[config.mk]
export PLATFORM = sky130hd
export DESIGN_NAME = register_file
export DESIGN_NICKNAME = d
export VERILOG_FILES = /design/src/rtl/register_file.sv
export SDC_FILE = /design/constraint.sdc
export NUM_CORES = 2
export LEC_CHECK = 0
export CAP_MARGIN = 20
export CORE_MARGIN = 1.5
export CORE_UTILIZATION = 35
export CTS_BUF_LIST = sky130_fd_sc_hd__clkbuf_8
export DETAILED_ROUTE_END_ITERATION = 12
export PLACE_DENSITY = 0.47
export SYNTH_ARGS = -nofsm -noshare
export SYNTH_HDL_FRONTEND = slang
export SYNTH_SLANG_ARGS = --single-unit
[constraint.sdc]
create_clock -name clk_i -period 3 [get_ports clk_i]
set_clock_uncertainty 0.2 [all_clocks]
set_input_delay 0.6 -clock clk_i [delete_from_list [all_inputs] [get_ports clk_i]]
set_output_delay 0.6 -clock clk_i [all_outputs]
set_load 0.05 [all_outputs]
[src/rtl/register_file.sv]
// RV32I integer register file: 31 storage registers (x1..x31), x0 reads as zero.
// Two combinational read ports, one write port with no enable; selRd_i == 0 discards the write.

module register_file_entry #(
    parameter int DATA_WIDTH = 32
) (
    input  logic                  clk_i,
    input  logic                  rst_i,
    input  logic                  we,
    input  logic [DATA_WIDTH-1:0] d,
    output logic [DATA_WIDTH-1:0] q
);

    always_ff @(posedge clk_i or negedge rst_i) begin
        if (!rst_i)
            q <= '0;
        else if (we)
            q <= d;
    end

endmodule

module register_file (
    input  logic        clk_i,
    input  logic        rst_i,
    input  logic [31:0] rd_i,
    input  logic [4:0]  selRd_i,
    input  logic [4:0]  selRs1_i,
    input  logic [4:0]  selRs2_i,
    output logic [31:0] rs1_o,
    output logic [31:0] rs2_o
);

    localparam int DATA_WIDTH = 32;
    localparam int ADDR_WIDTH = 5;
    localparam int NUM_REGS   = 1 << ADDR_WIDTH;

    // Slot 0 is a constant so the read mux needs no special case for x0.
    logic [NUM_REGS-1:0][DATA_WIDTH-1:0] regs;

    assign regs[0] = '0;

    for (genvar i = 1; i < NUM_REGS; i++) begin : g_reg
        register_file_entry #(
            .DATA_WIDTH (DATA_WIDTH)
        ) u_entry (
            .clk_i (clk_i),
            .rst_i (rst_i),
            .we    (selRd_i == ADDR_WIDTH'(i)),
            .d     (rd_i),
            .q     (regs[i])
        );
    end

    assign rs1_o = regs[selRs1_i];
    assign rs2_o = regs[selRs2_i];

endmodule

# Yosys cells after proc, flatten, opt, wreduce, memory -nomap -nowiden
# Cells that the tools add are included.
# Widths: inputs -> output; s select.
# word_totals
reg_bits	992
in_bits	49
output_inout_bits	64
word_cells	68
# op_classes
n_lt_le_gt_ge	2
n_eq_ne	31
muxes	4
# ops
operator	n
$bmux 32 s5	2
$eq 5x5->1 const B	16
$mux 32	2
$eq 5x4->1 const B	8
$eq 5x3->1 const B	4
$lt 5x6->1 const B	2
$eq 5x2->1 const B	2
$eq 5x1->1 const B	1

# Depth between registers and ports, before layout
# logic_depth
word_depth	2
mapped_depth	9
ltp_nobuf	4

# By module
# A second synthesis with hierarchy kept.
# hier_totals
hier_cells	3569
area_unflattened_um2	58028.2
# by_module_without_submodules
mod	n_inst	cells_each	area_each_um2	seq_area_each_um2
register_file_entry	31	68	1345.0	800.8
register_file	1	1461	16331.9	0.0

# Worst setup path after synthesis
# OpenSTA, ideal clock, no wires.
# synth_timing
path_type	input port to output port
from	in selRs2_i[0]
to	out rs2_o[23]
t_arrival_ns	2.830
required_ns	2.200
setup_slack_ns	-0.630
path_stages	9
n_path_buf	5
path_cell_list	buf_2 -> buf_6 -> buf_6 -> buf_6 -> buf_6 -> mux2i_1 -> o22ai_1 -> a211oi_1 -> o31ai_1
# synth_via
elab_chain_cells	2
# synth_rtl
item	line	source
from (decl)	29	input logic [4:0] selRs2_i,
$bmux 32 s5	56	assign rs2_o = regs[selRs2_i];
$mux 32 (not written as such)	56	
to (decl)	31	output logic [31:0] rs2_o
# No other way between the ends. The select of a mux whose other input is x is not followed.

# Final worst setup path
# layout_timing
from	reg g_reg[28].u_entry.q[6]
to	out rs1_o[6]
# layout_via
elab_chain_cells	2
# layout_rtl
item	line	source
from (decl)	11	output logic [DATA_WIDTH-1:0] q
from (signal assigned)	16	q <= '0;
from (signal assigned)	18	q <= d;
$bmux 32 s5	55	assign rs1_o = regs[selRs1_i];
$mux 32 (not written as such)	55	
to (decl)	30	output logic [31:0] rs1_o,
# No other way between the ends. The select of a mux whose other input is x is not followed.

==> run_results.csv <==
group,metric,value,unit
timing,tightest_slew,1.12,ns
outcome,violations,"setup timing",
worst_setup_path,cp-end-kind,"output port",
timing,slew_headroom,25.3,%
synthesis,yosys-top-cells-area,"dfrtp_1 (47%), mux2_2 (22%), mux4_2 (16%)",
cells_and_area,fillers,13500,
cells_and_area,utilization,43.9,%
place,port_buffers,112,
timing,fin_crit,3.45,ns
synthesis,syn_area,53200,um^2
worst_setup_path,endpoint,"rs1_o[6]",
cells_and_area,syn_to_final_growth,24.2,%
cells_and_area,register_area,24800,um^2
grt,antenna_found_initial,7,
clock_network,cts.sinks,992,
cells_and_area,layout_common_cells,"mux2_2 (1040), dfrtp_1 (992), mux4_2 (384), buf_4 (275), clkbuf_8 (239)",
min_path,worst_hold_startpoint,"g_reg[25].u_entry.q[15]$_DFFE_PN0N_",
cells_and_area,layout-drive-gt1-share,58.8,%
floorplan,rows,142,
place,post-place-ws,-0.509,ns
worst_setup_path,startpoint,"g_reg[28].u_entry.q[6]$_DFFE_PN0N_",
synthesis,yosysSeqAreaShare,46.6,%
synthesis,synth_top_family_by_area,"multiplexers",
timing,fin_ws,-0.451,ns
floorplan,die_w,393,um
pwr,leakage,27.8,nW
cells_and_area,nets,3998,
min_path,worstHoldPathType,"reg2reg",
clock_network,cts_made_buffers,186,
place,gp_congestion,0.805,
cells_and_area,layout_commonest_cell,"mux2_2",
synthesis,syn_area_per_cell,14.8,um^2
synthesis,yosysTopAreaCell,"dfrtp_1",
timing,setup_viol,64,
run,max_cap_viol_count,0,
grt,track_usage,25.5,%
worst_setup_path,reg2reg_from,"g_reg[29].u_entry.q[9]$_DFFE_PN0N_",
drt,drc_errors,0,
floorplan,dieHeight,393,um
worst_setup_path,cp-start-kind,"register",
synthesis,synthSimpleGateAreaFrac,1.32,%
timing,hold_viol,0,
synthesis,synth.area.mux_share,42.2,%
synthesis,ys_ff_latch,992,
grt,grt_start_max_net_pins,107,
synthesis,yosys.cell_types.count,27,
worst_setup_path,r2r-end,"g_reg[29].u_entry.q[9]$_DFFE_PN0N_",
worst_setup_path,rrSetupSlack,1.78,ns
grt,grt_pass1_wl,284,mm
drt,drtIter0Drc,2551,
clock_network,insertion_delay,0.88,ns
worst_setup_path,critical_path.max_fanout,3,
pwr,ir_drop,0.403,mV
worst_setup_path,ff2ff_path_depth,3,
floorplan,core,150000,um^2
synthesis,ys_warn_count,0,
synthesis,synth_nets,3652,
drt,ant_nets,0,
worst_setup_path,cp.arrival,2.65,ns
clock_network,path_clk_slew,0.06,ns
drt,wirelength,194,mm
drt,first_pass_iters,5,
clock_network,tritoncts,"built",
timing,drv_slew,0,
timing,period_share,115,%
outcome,status,"finished, violations left",
worst_setup_path,required,2.20,ns
cells_and_area,regMostFlops,"g.u_entry.q",
synthesis,synthCells,3603,
synthesis,yosys.area.top_type_share,46.6,%
pwr,p_per_area,670,nW/um^2
grt,grt-ovfl-total,0,
place,place_area,61800,um^2
synthesis,synthAdderAreaFrac,0,%
cells_and_area,largest_reg_flops,992,
timing,rsz0062_at_grt,"yes",
synthesis,synth_compound_area_share,6.32,%
drt,via_count,35900,
grt,grt_pass1_vias,39300,
cells_and_area,fin_area,66100,um^2
cells_and_area,multiInputGateArea,27900,um^2
drt,routedWlPerCell,31.7,um
drt,via_per_inst,5.87,
worst_setup_path,crit_type,"reg2out",
floorplan,initial_utilization,35.4,%
floorplan,ios,113,
clock_network,htreeDepth,4,
clock_network,cts_buffer_depth,3,
cells_and_area,largestRegisters,"g.u_entry.q: 992 flops",
floorplan,die_area,154000,um^2
timing,max_freq,0.290,GHz
clock_network,ctsRootBufferMaster,"clkbuf_8",
synthesis,synth-xor-area-share,0,%
place,dp_hpwl,126,mm
[layout make-up]
| cell class | instances | area share [%] |
|---|---|---|
| Timing Repair Buffer | 564 | 10.6 |
| Inverter | 2 | 0.0114 |
| Sequential cell | 992 | 37.5 |
| Antenna cell | 4 | 0.0151 |
| Multi-Input combinational cell | 2203 | 42.2 |
| Clock inverter | 91 | 0.789 |
| Clock buffer | 239 | 4.97 |
| Tap cell | 2016 | 3.81 |
[critical path, stage by stage, from the launching register on]
cell and delay [ns]:
dfrtp_1 0.39, mux4_2 0.46, a22o_1 0.28, o21ai_1 0.26
o31ai_4 0.15, buf_12 0.17
[worst min path at each step]
stage                                           to  slack (ns)  cells after the start
6_report       g_reg[25].u_entry.q[15]$_DFFE_PN0N_        0.32                      1
3_3_place_gp   g_reg[25].u_entry.q[15]$_DFFE_PN0N_        0.28                      1
4_1_cts          g_reg[8].u_entry.q[9]$_DFFE_PN0N_        0.29                      3
5_1_grt        g_reg[22].u_entry.q[21]$_DFFE_PN0N_        0.33                      1
2_1_floorplan   g_reg[10].u_entry.q[0]$_DFFE_PN0N_        0.10                      0
3_5_place_dp   g_reg[25].u_entry.q[17]$_DFFE_PN0N_        0.31                      1
[cells in the mapped netlist]
library cell	n
inv_1	2
nand2_1	14
o22ai_1	64
mux2_2	1040
nand3_1	2
dfrtp_1	992
mux4_2	384
mux2_1	16
and3_1	3
nor3b_1	3
nand2b_1	4
buf_1	12
and2_1	66
nor2b_1	8
buf_2	128
clkbuf_1	222
a22o_1	192
mux2i_1	192
or3_1	4
o31ai_1	64
nand3b_1	3
nor3_1	1
a211oi_1	64
o21ai_1	64
buf_6	7
nor2_1	15
buf_4	37
[logic make-up (layout without fill, tap and decap cells)]
group / after synthesis / after routing
muxes: 1632 / 1632
DFF: 992 / 992
AOI/OAI and AO/OA: 448 / 448
buffers and inverters: 408 / 896
and+or+nand+nor: 123 / 123
other: 0 / 4
[layer usage]
metal  global-route usage, %  wire length, um  up-vias
met5                       0               46        -
met4                    8.87             6280        6
met3                    4.73            11500      354
met2                    40.6            91300     1243
met1                    34.9            84900    19600
li1                        -                -    14700
[report_power, final]
group | switching [W] | total, W | internal (W) | leakage [nW]
registers | 0.00231 | 0.0188 | 0.0165 | 12.2
clock network | 0.00621 | 0.0135 | 0.00733 | 2.20
logic | 0.00495 | 0.0119 | 0.00696 | 13.5
total | 0.0135 | 0.0443 | 0.0308 | 27.8
[stage by stage]
stage	hold WS, ns	cells	total power [W]	setup TNS, ns
after floorplan	0.104	3603	0.0266	-0.370
after global placement	0.283	5769	0.0301	-22.10
after detailed placement	0.308	5769	0.0308	-24.04
after CTS	0.294	6100	0.0447	-30.37
after global routing	0.332	6110	0.0465	-28.95
final	0.319	6111	0.0443	-22.27
[timing repair]
item / CTS / global route
hold buffers: 3 / 0
setup endpoints to repair: 64 / 64
buffers inserted: 6 / 10
pin swaps: 123 / 56
endpoints found under the hold margin: 512 / 0
resized for setup: 91 / 17
Note: power is estimated with default switching activity, not from simulation.
